===== config.mk =====
export PLATFORM = sky130hd
export DESIGN_NAME = phy_rx_sync_ctrl_flat
export DESIGN_NICKNAME = d
export VERILOG_FILES = /design/src/rtl/phy_rx_sync_ctrl_if.sv /design/src/rtl/phy_rx_sync_ctrl.sv /design/src/flat_wrapper.sv
export SDC_FILE = /design/constraint.sdc
export NUM_CORES = 1
export LEC_CHECK = 0
export ABC_CLOCK_PERIOD_IN_PS = 2550
export CAP_MARGIN = 10
export CORE_MARGIN = 5
export CORE_UTILIZATION = 35
export DETAILED_ROUTE_END_ITERATION = 7
export HOLD_SLACK_MARGIN = 0.12
export PLACE_DENSITY_LB_ADDON = 0.12
export RECOVER_POWER = 25
export SLEW_MARGIN = 20
export SYNTH_ARGS = -nofsm -noshare
export SYNTH_HDL_FRONTEND = slang
export SYNTH_SLANG_ARGS = --single-unit

===== constraint.sdc =====
create_clock -name clk_32f -period 2.55 [get_ports clk_32f]
set_input_delay 0.51 -clock clk_32f [delete_from_list [all_inputs] [get_ports clk_32f]]
set_output_delay 0.51 -clock clk_32f [all_outputs]
set_load 0.01 [all_outputs]

===== src/rtl/phy_rx_sync_ctrl_if.sv =====
// Purpose: bundle of the receive-controller link signals between the
//          serial PHY front end (master) and phy_rx_sync_ctrl (slave).
// Signals:
//   rx_en    link enable, low forces the controller back to hunting
//   data_in  serial data, MSB first, one bit per clk_32f
//   byte_out last forwarded data byte
//   byte_stb one-cycle pulse marking a new byte_out/lane_sel
//   lane_sel demux lane (0..3) of byte_out
//   active   link locked
//   idl      idle indication returned to the TX side
//   state    controller state (00 SEARCH, 01 ALIGN, 10 ACTIVE)
interface phy_rx_sync_ctrl_if;
    localparam int unsigned BYTE_W  = 8;
    localparam int unsigned LANE_W  = 2;
    localparam int unsigned STATE_W = 2;

    logic                 rx_en;
    logic                 data_in;
    logic [BYTE_W-1:0]    byte_out;
    logic                 byte_stb;
    logic [LANE_W-1:0]    lane_sel;
    logic                 active;
    logic                 idl;
    logic [STATE_W-1:0]   state;

    modport master (
        output rx_en, data_in,
        input  byte_out, byte_stb, lane_sel, active, idl, state
    );

    modport slave (
        input  rx_en, data_in,
        output byte_out, byte_stb, lane_sel, active, idl, state
    );
endinterface


===== src/rtl/phy_rx_sync_ctrl.sv =====
// Purpose: receive-side serial link controller in the 32f domain. Hunts for
//          COMMA symbols to find byte alignment, locks after LOCK_COUNT
//          consecutive aligned COMMAs, then forwards data bytes with a
//          round-robin lane index for the 1-to-4 demux and drives the IDLE
//          indication back to the TX side.
// Ports:
//   clk_32f  bit clock, rising edge
//   rst      synchronous active-high reset
//   bus      phy_rx_sync_ctrl_if.slave (rx_en, data_in in; byte_out,
//            byte_stb, lane_sel, active, idl, state out)
module phy_rx_sync_ctrl #(
    parameter logic [7:0]  COMMA      = 8'hBC,
    parameter logic [7:0]  IDLE_SYM   = 8'h7C,
    parameter int unsigned LOCK_COUNT = 4
) (
    input  logic                clk_32f,
    input  logic                rst,
    phy_rx_sync_ctrl_if.slave   bus
);
    localparam int unsigned BYTE_W = 8;
    localparam int unsigned SR_W   = BYTE_W - 1;
    localparam int unsigned BIT_W  = 3;
    localparam int unsigned CNT_W  = 4;
    localparam int unsigned LANE_W = 2;

    typedef enum logic [1:0] {
        S_SEARCH = 2'b00,
        S_ALIGN  = 2'b01,
        S_ACTIVE = 2'b10
    } state_e;

    // Only the 7 newest bits are ever read back, so the oldest shift stage
    // is not kept.
    logic [SR_W-1:0]   sr_q,       sr_d;
    logic [BIT_W-1:0]  bit_cnt_q,  bit_cnt_d;
    logic [CNT_W-1:0]  bc_cnt_q,   bc_cnt_d;
    logic [LANE_W-1:0] ptr_q,      ptr_d;
    logic [LANE_W-1:0] lane_q,     lane_d;
    logic [BYTE_W-1:0] byte_out_q, byte_out_d;
    logic              byte_stb_q, byte_stb_d;
    logic              active_q,   active_d;
    logic              idl_q,      idl_d;
    state_e            state_q,    state_d;

    logic [BYTE_W-1:0] nsr_c;
    logic              boundary_c;
    logic [CNT_W-1:0]  bc_inc_c;

    // State and datapath registers
    always_ff @(posedge clk_32f) begin
        if (rst) begin
            sr_q       <= '0;
            bit_cnt_q  <= '0;
            bc_cnt_q   <= '0;
            ptr_q      <= '0;
            lane_q     <= '0;
            byte_out_q <= '0;
            byte_stb_q <= 1'b0;
            active_q   <= 1'b0;
            idl_q      <= 1'b1;
            state_q    <= S_SEARCH;
        end else begin
            sr_q       <= sr_d;
            bit_cnt_q  <= bit_cnt_d;
            bc_cnt_q   <= bc_cnt_d;
            ptr_q      <= ptr_d;
            lane_q     <= lane_d;
            byte_out_q <= byte_out_d;
            byte_stb_q <= byte_stb_d;
            active_q   <= active_d;
            idl_q      <= idl_d;
            state_q    <= state_d;
        end
    end

    // Next-state and output decode
    always_comb begin
        nsr_c      = {sr_q, bus.data_in};
        boundary_c = (bit_cnt_q == BIT_W'(7));
        bc_inc_c   = bc_cnt_q + CNT_W'(1);

        sr_d       = nsr_c[SR_W-1:0];
        state_d    = state_q;
        bit_cnt_d  = bit_cnt_q;
        bc_cnt_d   = bc_cnt_q;
        ptr_d      = ptr_q;
        lane_d     = lane_q;
        byte_out_d = byte_out_q;
        byte_stb_d = 1'b0;
        idl_d      = idl_q;

        if (!bus.rx_en) begin
            state_d   = S_SEARCH;
            bit_cnt_d = '0;
            bc_cnt_d  = '0;
            ptr_d     = '0;
            lane_d    = '0;
            idl_d     = 1'b1;
        end else begin
            case (state_q)
                S_SEARCH: begin
                    // Bit-by-bit hunt; a hit defines the byte phase.
                    bit_cnt_d = '0;
                    idl_d     = 1'b1;
                    if (nsr_c == COMMA) begin
                        bc_cnt_d = CNT_W'(1);
                        if (LOCK_COUNT == 1) begin
                            state_d = S_ACTIVE;
                            ptr_d   = '0;
                            lane_d  = '0;
                        end else begin
                            state_d = S_ALIGN;
                        end
                    end
                end
                S_ALIGN: begin
                    bit_cnt_d = bit_cnt_q + BIT_W'(1);
                    idl_d     = 1'b1;
                    if (boundary_c) begin
                        if (nsr_c == COMMA) begin
                            bc_cnt_d = bc_inc_c;
                            if (bc_inc_c == CNT_W'(LOCK_COUNT)) begin
                                state_d = S_ACTIVE;
                                ptr_d   = '0;
                                lane_d  = '0;
                            end
                        end else begin
                            bc_cnt_d = '0;
                            state_d  = S_SEARCH;
                        end
                    end
                end
                S_ACTIVE: begin
                    bit_cnt_d = bit_cnt_q + BIT_W'(1);
                    if (boundary_c) begin
                        if (nsr_c == COMMA) begin
                            // Frame restart: next data byte goes to lane 0.
                            ptr_d  = '0;
                            lane_d = '0;
                            idl_d  = 1'b1;
                        end else if (nsr_c == IDLE_SYM) begin
                            idl_d = 1'b1;
                        end else begin
                            byte_out_d = nsr_c;
                            byte_stb_d = 1'b1;
                            lane_d     = ptr_q;
                            ptr_d      = ptr_q + LANE_W'(1);
                            idl_d      = 1'b0;
                        end
                    end
                end
                default: begin
                    state_d = S_SEARCH;
                end
            endcase
        end

        active_d = (state_d == S_ACTIVE);
    end

    assign bus.byte_out = byte_out_q;
    assign bus.byte_stb = byte_stb_q;
    assign bus.lane_sel = lane_q;
    assign bus.active   = active_q;
    assign bus.idl      = idl_q;
    assign bus.state    = state_q;

endmodule


===== src/flat_wrapper.sv =====
// flat-port wrapper written by rule: the top's interface ports become plain ports
module phy_rx_sync_ctrl_flat 
#(
    parameter logic [7:0]  COMMA      = 8'hBC,
    parameter logic [7:0]  IDLE_SYM   = 8'h7C,
    parameter int unsigned LOCK_COUNT = 4
)
  (clk_32f, rst, bus_rx_en, bus_data_in, bus_byte_out, bus_byte_stb, bus_lane_sel, bus_active, bus_idl, bus_state);
  phy_rx_sync_ctrl_if bus_i ();
  input  logic clk_32f;
  input  logic rst;
  input wire logic [$bits(bus_i.rx_en)-1:0] bus_rx_en;
  input wire logic [$bits(bus_i.data_in)-1:0] bus_data_in;
  output wire logic [$bits(bus_i.byte_out)-1:0] bus_byte_out;
  output wire logic [$bits(bus_i.byte_stb)-1:0] bus_byte_stb;
  output wire logic [$bits(bus_i.lane_sel)-1:0] bus_lane_sel;
  output wire logic [$bits(bus_i.active)-1:0] bus_active;
  output wire logic [$bits(bus_i.idl)-1:0] bus_idl;
  output wire logic [$bits(bus_i.state)-1:0] bus_state;
  assign bus_i.rx_en = bus_rx_en;
  assign bus_i.data_in = bus_data_in;
  assign bus_byte_out = bus_i.byte_out;
  assign bus_byte_stb = bus_i.byte_stb;
  assign bus_lane_sel = bus_i.lane_sel;
  assign bus_active = bus_i.active;
  assign bus_idl = bus_i.idl;
  assign bus_state = bus_i.state;
  phy_rx_sync_ctrl #(.COMMA(COMMA), .IDLE_SYM(IDLE_SYM), .LOCK_COUNT(LOCK_COUNT)) u_core (.clk_32f(clk_32f), .rst(rst), .bus(bus_i));
endmodule

Word level (Yosys, flattened, before mapping) --
Cells that the tools add are included. W data, S select, Z words.
Storage, ports and cells: register bits after elaboration 31, logic and storage cells 71, output and inout port bits 15
Cells by class: equality and inequality tests 13, reductions and logical operators 13, bitwise gates (word level) 5, add/subtract/negate cells 3, muxes and demuxes 27
Operators by type and width (number):
- $mux W2 | 14
- $mux W4 | 3
- $ne A2 B1 Y1 const B | 5
- $eq A8 B7 Y1 const B | 1
- $eq A8 B8 Y1 const B | 1
- $pmux W2 S2 | 2
- $pmux W4 S2 | 1
- $reduce_bool A2 Y1 | 4
- $pmux W2 S3 | 1
- $pmux W3 S2 | 1
- $reduce_and A6 Y1 | 1
- $reduce_or A2 Y1 | 3
- $not A1 Y1 | 5
- $reduce_and A5 Y1 | 1
- $reduce_or A5 Y1 | 1
- $add A4 B1 Y4 const B | 1
- $eq A2 B2 Y1 const B | 2
- $eq A4 B3 Y1 const B | 1
- $mux W1 | 4
- $add A3 B1 Y3 const B | 1
- $eq A3 B3 Y1 const B | 1
- $ne A3 B2 Y1 const B | 1
- $reduce_and A3 Y1 | 1
- $add A2 B1 Y2 const B | 1
- other kinds (4) | 4

Depth between registers and ports, before layout --
Gate-level depths: netlist (run 1).
depth in word-level cells 8, mapped depth 8, depth with buffers taken out 6

Worst setup path after synthesis (run 1) --
Ideal clock, no wire load.
kind input -> register, start point input port bus_data_in, end point register u_core.active_q, in the netlist u_core.bus.active, required time 2.423 ns, setup slack 0.722 ns, library setup time 0.127 ns, arrival 1.701 ns, stages on the path 5, cell sequence or4b_1 -> buf_2 -> o21a_4 -> a221oi_2 -> a211oi_1
On the way: longest elaborated chain between the ends 6, elaborated cells on any way between the ends 7, classes of those cells 2 x eq/ne; 5 x mux
RTL lines:
- from (decl) | line flat_wrapper.sv:13 | input wire logic [$bits(bus_i.data_in)-1:0] bus_data_in;
- $eq A8 B8 Y1 * | line phy_rx_sync_ctrl.sv:105, phy_rx_sync_ctrl.sv:120
- $mux W2 | line phy_rx_sync_ctrl.sv:120 | if (nsr_c == COMMA) begin
- $mux W2 | line phy_rx_sync_ctrl.sv:119 | if (boundary_c) begin
- $pmux W2 S3 * | line phy_rx_sync_ctrl.sv:100 | case (state_q)
- $mux W2 * | line phy_rx_sync_ctrl.sv:92 | if (!bus.rx_en) begin
- $eq A2 B2 Y1 * | line phy_rx_sync_ctrl.sv:158 | active_d = (state_d == S_ACTIVE);
- to (signal assigned) | line phy_rx_sync_ctrl.sv:70 | active_q <= active_d;
- to (decl) | line phy_rx_sync_ctrl.sv:41 | logic active_q, active_d;
Mark *: on every way between the ends. The rest lies on a longest branch, timed or not. A chain may end at the register's enable or synchronous reset.

Worst setup path after layout (run 1) --
Same ends and word-level chain as after synthesis.

==> flow_summary.ini, run 1 <==
[power]
p_leak_nw = 0.6734
ir_worst_vdd_mv = 0.2436
p_per_area_nw_per_um2 = 481.3

[detailed_routing]
totalWireLength_um = 3291
ant_nets = 0
vias = 1247
viasPerCell = 5.306
wl_per_cell_um = 14.00
dr.pass1.iters = 4
drt_iter0_drc = 70
drc = 0

[setup_path]
critPathArrivalTime_ns = 2.24
timing.rr.start = u_core.bus.state[1]
critPathMaxStageDelay_ns = 0.66
crit_path_max_fanout = 7
r2r_cells = 5
path_buf_inv = 1
cpMaxStageDelayCell = or4b_1
end_kind = flop
r2r_end = u_core.bus.active
cp_top_family = simple AND/OR/NAND/NOR gates
start_kind = input pin
path_depth = 5
path_class = in2reg
cp.required_ns = 2.71
rrSetupSlack_ns = 0.71
crit_chain = clkdlybuf4s50_1 -> or4b_1 -> o21a_4 -> a221oi_2 -> a211oi_1

[placed_design]
dp_hpwl_um = 2476
placed_cells = 227
gp_congestion = 0.8726
io_buffers = 18

[yosys]
synth_enable_flop_cells = 0
synth_top_area_share_pct = 41.47
syn_area_per_cell_sq_um = 9.353
synth_ff_type = dfxtp_1
yosysSeqAreaShare_pct = 41.47
syn_area_sq_um = 1496
synth_top_area_cell = dfxtp_1
synth_nets = 173
synth_area_leaders = dfxtp_1, ha_1, mux2i_1
synthArstFlopShare_pct = 0
netlist_instances = 160
yosysUniqueCellTypes = 43
ys_ff_latch = 31
yosys_warnings = 0

[global_routing]
grt_max_degree = 17
track_usage_pct = 13.18
grt_overflow = 0
grt_pass1_wl_um = 5692
antenna_found_initial = 0
grt_pass1_vias = 1253

[cells_and_area]
num-fill-cells = 404
nets = 197
drive_gt1_share_pct = 8.108
diodes = 0
syn2layout_area_growth_pct = 22.49
final_cells = 235

[floorplan]
io_pins = 19
die_y_um = 75.39
initial_core_util_pct = 36.62
coreArea_sq_um = 4086
die_w_um = 75.39
num_rows = 23
die_area_sq_um = 5683

[clock_tree]
cts_post_setup_buffers_inserted = 0
h-tree-depth = 2
numCtsBuffers = 5
clk_pin_slew_ns = 0.07
cts_max_path_buffers = 2
cts_resized = 0
postCtsHoldBufs = 0
cts_sinks = 31
cts_tree = done
cts-root-buf = clkbuf_8
insertion_delay_ns = 0.28

[timing]
worstMarginPinSlew_ns = 0.6259
period_minus_slack_ns = 2.077
relSlewSlack_pct = 58.27
finalCritPeriodShare_pct = 81.47
clock.fmax_mhz = 481.4
tns_ns = 0
hold_slack_ns = 0.4735
fin_worst_skew_ns = 0.006045
setup_viol = 0
rsz0062_at_grt = no
finalHoldViolCount = 0
slew_violations = 0

[min_path]
worstHoldStart = u_core.bus.lane_sel[0]
hold_path.class = reg2reg
holdPathEnd = u_core.bus.lane_sel[0]
holdPathStages = 2

[run]
max-cap-violations = 0

[status]
status = finished, final reports clean
-- synth_stat cells, types with 2 or more instances --
| cell | number |
|---|---|
| clkbuf_1 | 4 |
| buf_2 | 2 |
| nand2_1 | 6 |
| nor2b_1 | 12 |
| and3b_1 | 2 |
| nor4_1 | 2 |
| a22oi_1 | 2 |
| inv_1 | 8 |
| nand2b_1 | 3 |
| ha_1 | 9 |
| a211oi_1 | 2 |
| mux2i_1 | 9 |
| and4_1 | 2 |
| nand3_1 | 3 |
| o21ai_0 | 8 |
| o211ai_1 | 2 |
| dfxtp_1 | 31 |
| a21oi_1 | 5 |
| o31ai_1 | 3 |
| nor2_1 | 18 |
| nand3b_1 | 3 |
| and4b_1 | 2 |
| a31oi_1 | 2 |
-- worst max path at each step --
stage	start	to
6_report	bus_data_in	u_core.bus.active
5_1_grt	bus_data_in	u_core.bc_cnt_q[3]
4_1_cts	bus_data_in	u_core.bus.active
3_5_place_dp	bus_data_in	u_core.bus.active
3_3_place_gp	bus_data_in	u_core.bus.active
2_1_floorplan	bus_data_in	u_core.bus.active
-- flip-flops by register name, summed over array words and instances (netlist names), 2 cells and up --
register and cells:
u_core.bus.lane_sel 2, u_core.ptr_q 2, u_core.bit_cnt_q 3, u_core.bc_cnt_q 4, u_core.sr_q 7, u_core.bus.state 2
u_core.bus.byte_out 8
-- routing by layer --
metal | GRT usage [%] | wire, um | part of all wire [%]
met5 | 0 | 0 | 0
met4 | 6.602 | 83 | 2.5
met3 | 4.485 | 140 | 4.3
met2 | 20.71 | 1536 | 47
met1 | 16.05 | 1530 | 46
-- cells by family after synthesis --
family / synth area share (%)
compound gates: 18.06
xor+xnor: 0.5854
fa+ha+maj: 7.525
buf+inv: 3.679
flops: 41.47
mux: 6.020
simple gates: 22.66
-- tightest hold or removal path, delay by kind of cell, from the launching register on --
kind	cells	cell delay (ns)
flip-flops	1	0.32
buffers and inverters	1	0.05
AO/OA/AOI/OAI	1	0.06
-- power breakdown --
group          switching (W)  internal [W]
Combinational      0.0000120    0.00000923
Clock               0.000182      0.000190
Sequential        0.00000257      0.000487
-- final cells by class --
| type | instances | area (sq um) | area share, % |
|---|---|---|---|
| clock inverters | 2 | 12.51 | 0.6826 |
| well taps | 50 | 62.56 | 3.413 |
| clock buffers | 6 | 72.57 | 3.959 |
| inverters | 8 | 30.03 | 1.638 |
| multi-input cells | 115 | 820.8 | 44.78 |
| flip-flops and latches | 31 | 620.6 | 33.86 |
| repair buffers | 23 | 214.0 | 11.67 |
-- through the flow --
| stage | area, sq um | util [%] | worst slack (ns) | total power [W] |
|---|---|---|---|---|
| floorplan | 1496 | - | 0.7216 | 0.0005092 |
| global placement | 1752 | 42.87 | 0.2040 | 0.0005223 |
| detailed placement | 1752 | 42.87 | 0.1792 | 0.0005223 |
| CTS | 1837 | 44.95 | 0.4776 | 0.0008983 |
| global route | 1833 | 44.86 | 0.3432 | 0.0009224 |
| finish | 1833 | 44.86 | 0.4726 | 0.0008823 |
-- cells in the final DEF, fill, tap and decap left out, types with 2 or more instances in the layout --
master / instances
dfxtp_1: 31
nor2_1: 18
clkdlybuf4s50_1: 16
nor2b_1: 12
mux2i_1: 9
ha_1: 9
inv_1: 8
o21ai_0: 8
nand2_1: 6
a21oi_1: 5
clkbuf_8: 5
buf_4: 4
nand3_1: 3
nand3b_1: 3
o31ai_1: 3
nand2b_1: 3
and4_1: 2
a31oi_1: 2
and4b_1: 2
and3b_1: 2
a211oi_1: 2
nor4_1: 2
o211ai_1: 2
a22oi_1: 2
clkbuf_1: 2
dlygate4sd3_1: 2
Note: power is estimated with default switching activity, not from simulation.
==> run 2: changes to the inputs <==
Settings changed: ABC_CLOCK_PERIOD_IN_PS 2550 to 2000.
Clock period 2.55 ns to 2 ns, I/O delays scaled along.
==> flow_summary.ini, run 2 (synthesis results as in run 1) <==
[timing]
finalCritPeriodShare_pct = 93.03
finalHoldViolCount = 0
setup_viol = 0
hold_slack_ns = 0.4779
worstMarginPinSlew_ns = 0.5341
relSlewSlack_pct = 64.39
slew_violations = 0
tns_ns = 0
rsz0062_at_grt = no
fin_worst_skew_ns = 0.008168
clock.fmax_mhz = 537.4
period_minus_slack_ns = 1.861

[global_routing]
grt_pass1_vias = 1251
antenna_found_initial = 0
grt_pass1_wl_um = 5692
grt_overflow = 0
grt_max_degree = 15
track_usage_pct = 13.22

[cells_and_area]
largest_register_ff_count = 8
num-fill-cells = 395
final_common_cell = dfxtp_1
syn2layout_area_growth_pct = 25.67
diodes = 0
final_cell_mix = dfxtp_1, nor2_1, clkdlybuf4s50_1
drive_gt1_share_pct = 10.64
fin_util_pct = 46.02
nets = 200
design_area_sq_um = 1881

[status]
status = finished, final reports clean

[clock_tree]
cts_sinks = 31
numCtsBuffers = 5
postCtsHoldBufs = 0
cts_max_path_buffers = 2
clk_pin_slew_ns = 0.07
insertion_delay_ns = 0.29
cts-root-buf = clkbuf_8
cts_tree = done
h-tree-depth = 2
cts_post_setup_buffers_inserted = 0
cts_resized = 0

[detailed_routing]
vias = 1251
drc = 0
ant_nets = 0
totalWireLength_um = 3284
drt_iter0_drc = 78
dr.pass1.iters = 4
viasPerCell = 5.256
wl_per_cell_um = 13.80

[setup_path]
crit_path_max_fanout = 7
cp.required_ns = 2.17
critPathArrivalTime_ns = 2.03
end_kind = flop
r2r_cells = 7
path_class = in2reg
start_kind = input pin

[min_path]
holdPathStages = 2
hold_path.class = reg2reg

[placed_design]
dp_hpwl_um = 2466
gp_congestion = 0.9180
postPlaceCellArea_sq_um = 1774
io_buffers = 18

[floorplan]
num_rows = 23
io_pins = 19
coreArea_sq_um = 4086
die_y_um = 75.39
die_area_sq_um = 5683
die_w_um = 75.39
initial_core_util_pct = 36.62

[power]
ir_worst_vdd_mv = 0.3238
p_per_area_nw_per_um2 = 636.0
total_power_w = 0.001196
p_leak_nw = 0.7029

[run]
max-cap-violations = 0
[run 2: cell types whose count changed in the layout (fill, tap and decap cells not counted)]
cell / delta
buf_4: +2
clkbuf_8: +2
clkdlybuf4s50_1: -2
dlygate4sd3_1: +2
clkinv_2: -1
nor4_1: -1
nor4_2: +1
or4b_1: -1
or4b_4: +1
[run 2: worst paths after layout]
kind,startpoint,endpoint,slack (ns)
max,bus_data_in,u_core.bus.active,0.14
min,u_core.bus.lane_sel[0],u_core.bus.lane_sel[0],0.48
max reg2reg,u_core.bit_cnt_q[0],u_core.bus.byte_out[0],0.19
min reg2reg,u_core.bus.lane_sel[0],u_core.bus.lane_sel[0],0.48
[run 2: per-stage QoR]
stage,cells,worst slack [ns]
after floorplan,160,0.2336
after global placement,230,-0.2322
after detailed placement,230,-0.2429
after CTS,238,0.06386
after global routing,238,0.02999
final,238,0.1393
[run 2: where the power goes]
group / switching, W / internal [W]
Combinational: 0.0000155 / 0.0000122
Sequential: 0.00000376 / 0.000620
Clock: 0.000232 / 0.000313
Total: 0.000251 / 0.000945
[run 2: cell type report]
cell class                      instances  area [sq um]  share of cell area [%]
Multi-Input combinational cell        115         830.8                   44.18
Sequential cell                        31         620.6                   33.00
Timing Repair Buffer                   26         232.7                   12.38
Clock buffer                            7         96.34                   5.123
Tap cell                               50         62.56                   3.327
Inverter                                8         30.03                   1.597
Clock inverter                          1         7.507                  0.3992
[run 2: worst max-delay path, cell delays in order]
cell and delay (ns):
clkdlybuf4s50_1 0.42, or4b_4 0.58, o21a_4 0.25, a221oi_2 0.30, a211oi_1 0.08
[run 2: layer usage]
layer  global-route usage (%)  up-vias  wire length, um
met5                        0        -                0
met2                    21.00       31             1484
met4                    6.602        0               82
met3                    4.881       11              197
li1                         -      632                -
met1                    15.65      577             1519
==> run 3: changes to the inputs <==
Settings changed: CORE_UTILIZATION 35 to 40.
==> flow_summary.ini, run 3 (synthesis results as in run 1) <==
[timing]
clock.fmax_mhz = 537.0
finalCritPeriodShare_pct = 93.10
rsz0062_at_grt = no
slew_violations = 0
finalHoldViolCount = 0
worstMarginPinSlew_ns = 0.6201
setup_viol = 0
hold_slack_ns = 0.4662
period_minus_slack_ns = 1.862
fin_worst_skew_ns = 0.004940
relSlewSlack_pct = 58.66

[power]
p_leak_nw = 0.6969
intPower_w = 0.0009449
p_per_area_nw_per_um2 = 639.3
seqPwrFrac_pct = 51.9
p_clk_share_pct = 45.9
ir_worst_vdd_mv = 0.6019
p_sw_share_pct = 21.35
p_comb_share_pct = 2.2
power.switching_w = 0.0002565

[floorplan]
initial_core_util_pct = 41.18
coreArea_sq_um = 3633
num_rows = 22
die_w_um = 71.17
io_pins = 19
die_y_um = 71.17
die_area_sq_um = 5064

[status]
status = finished, final reports clean

[cells_and_area]
fin_util_pct = 51.72
largest_register_ff_count = 8
diodes = 0
num-fill-cells = 373
final_common_cell = dfxtp_1
syn2layout_area_growth_pct = 25.59
final_cells = 235
drive_gt1_share_pct = 11.23
final_cell_mix = dfxtp_1, nor2_1, clkdlybuf4s50_1
multi_input_area_sq_um = 835.8
regArea_sq_um = 620.6
nets = 199

[setup_path]
r2r_cells = 6
r2r_end = u_core.bus.lane_sel[1]
rrSetupSlack_ns = 0.18
critPathArrivalTime_ns = 2.09
startpoint = bus_data_in
cp_top_family = simple AND/OR/NAND/NOR gates
crit_chain = clkdlybuf4s50_1 -> or4b_4 -> buf_4 -> nor3_2 -> a211oi_1 -> a21oi_1
cpMaxStageDelayCell = or4b_4
start_kind = input pin
critPathMaxStageDelay_ns = 0.57
timing.rr.start = u_core.bit_cnt_q[0]
crit_path_max_fanout = 6
path_class = in2reg
cp.required_ns = 2.22
end_kind = flop
path_buf_inv = 2

[placed_design]
dp_hpwl_um = 2398
gp_congestion = 0.7661
io_buffers = 18
placed_cells = 227

[detailed_routing]
viasPerCell = 5.383
drc = 0
drt_iter0_drc = 52
totalWireLength_um = 3301
dr.pass1.iters = 4
vias = 1265
wl_per_cell_um = 14.05
ant_nets = 0

[min_path]
worstHoldStart = u_core.bus.lane_sel[0]
hold_path.class = reg2reg
holdPathStages = 2
holdPathEnd = u_core.bus.lane_sel[0]

[global_routing]
grt_max_degree = 17
track_usage_pct = 14.29
antenna_found_initial = 0
grt_pass1_vias = 1268
grt_pass1_wl_um = 5733
grt_overflow = 0

[clock_tree]
numCtsBuffers = 5
cts_sinks = 31
cts_tree = done
insertion_delay_ns = 0.29
cts_max_path_buffers = 2
cts-root-buf = clkbuf_8
clk_pin_slew_ns = 0.07
h-tree-depth = 2

[run]
max-cap-violations = 0
-- run 3: changes by cell type in the layout (fill, tap and decap cells not counted) --
cell             change
dlygate4sd3_1        -1
nor3_2               +1
clkdlybuf4s50_1      +1
clkbuf_1             -1
nor3_1               -1
-- run 3: layer usage --
metal	global-route usage, %	share of wire [%]
met3	4.972	4.5
met5	0	0
met4	6.472	1.8
met1	16.74	46
met2	23.37	48
-- run 3: repair_timing --
item                                    CTS  global route
setup buffers                             0             0
endpoints found under the setup margin    3             7
gates resized for setup                   1             2
hold buffers                              0             0
gates cloned                              0             0
-- run 3: how the worst max path moves through the flow --
stage                                        end  slack (ns)  cells past startpoint
after global placement        u_core.bc_cnt_q[3]       -0.22                      6
after detailed placement      u_core.bc_cnt_q[3]       -0.34                      6
after floorplan                u_core.bus.active        0.23                      6
after global routing      u_core.bus.byte_out[7]        0.02                      7
final                         u_core.bc_cnt_q[2]        0.14                      6
after CTS                      u_core.bus.active        0.06                      5
-- run 3: final cells by class --
cell class | instances | share of cell area [%]
flip-flops and latches | 31 | 33.02
clock buffers | 7 | 5.127
multi-input cells | 115 | 44.47
inverters | 8 | 1.598
well taps | 48 | 3.196
clock inverters | 1 | 0.3995
repair buffers | 25 | 12.18
-- run 3: per-stage QoR --
stage                     power [W]  area [sq um]  worst slack (ns)  TNS, ns
after global placement    0.0006654          1764           -0.2200   -1.567
after CTS                  0.001213          1873           0.06130        0
after floorplan           0.0006493          1496            0.2336        0
final                      0.001201          1879            0.1380        0
after detailed placement  0.0006653          1764           -0.3412   -2.180
after global routing       0.001250          1879           0.02313        0
-- run 3: tightest hold or removal path: stages (launching register included) --
cell	delay (ns)
dfxtp_1	0.31
inv_1	0.04
o31ai_1	0.07
-- run 3: power by group through the flow --
| stage | registers (W) | logic (W) | clock network [W] |
|---|---|---|---|
| global placement | 0.000638 | 0.0000278 | 0 |
| global route | 0.000624 | 0.0000292 | 0.000597 |
| floorplan | 0.000636 | 0.0000128 | 0 |
| CTS | 0.000624 | 0.0000278 | 0.000561 |
| detailed placement | 0.000638 | 0.0000277 | 0 |
| finish | 0.000624 | 0.0000266 | 0.000551 |
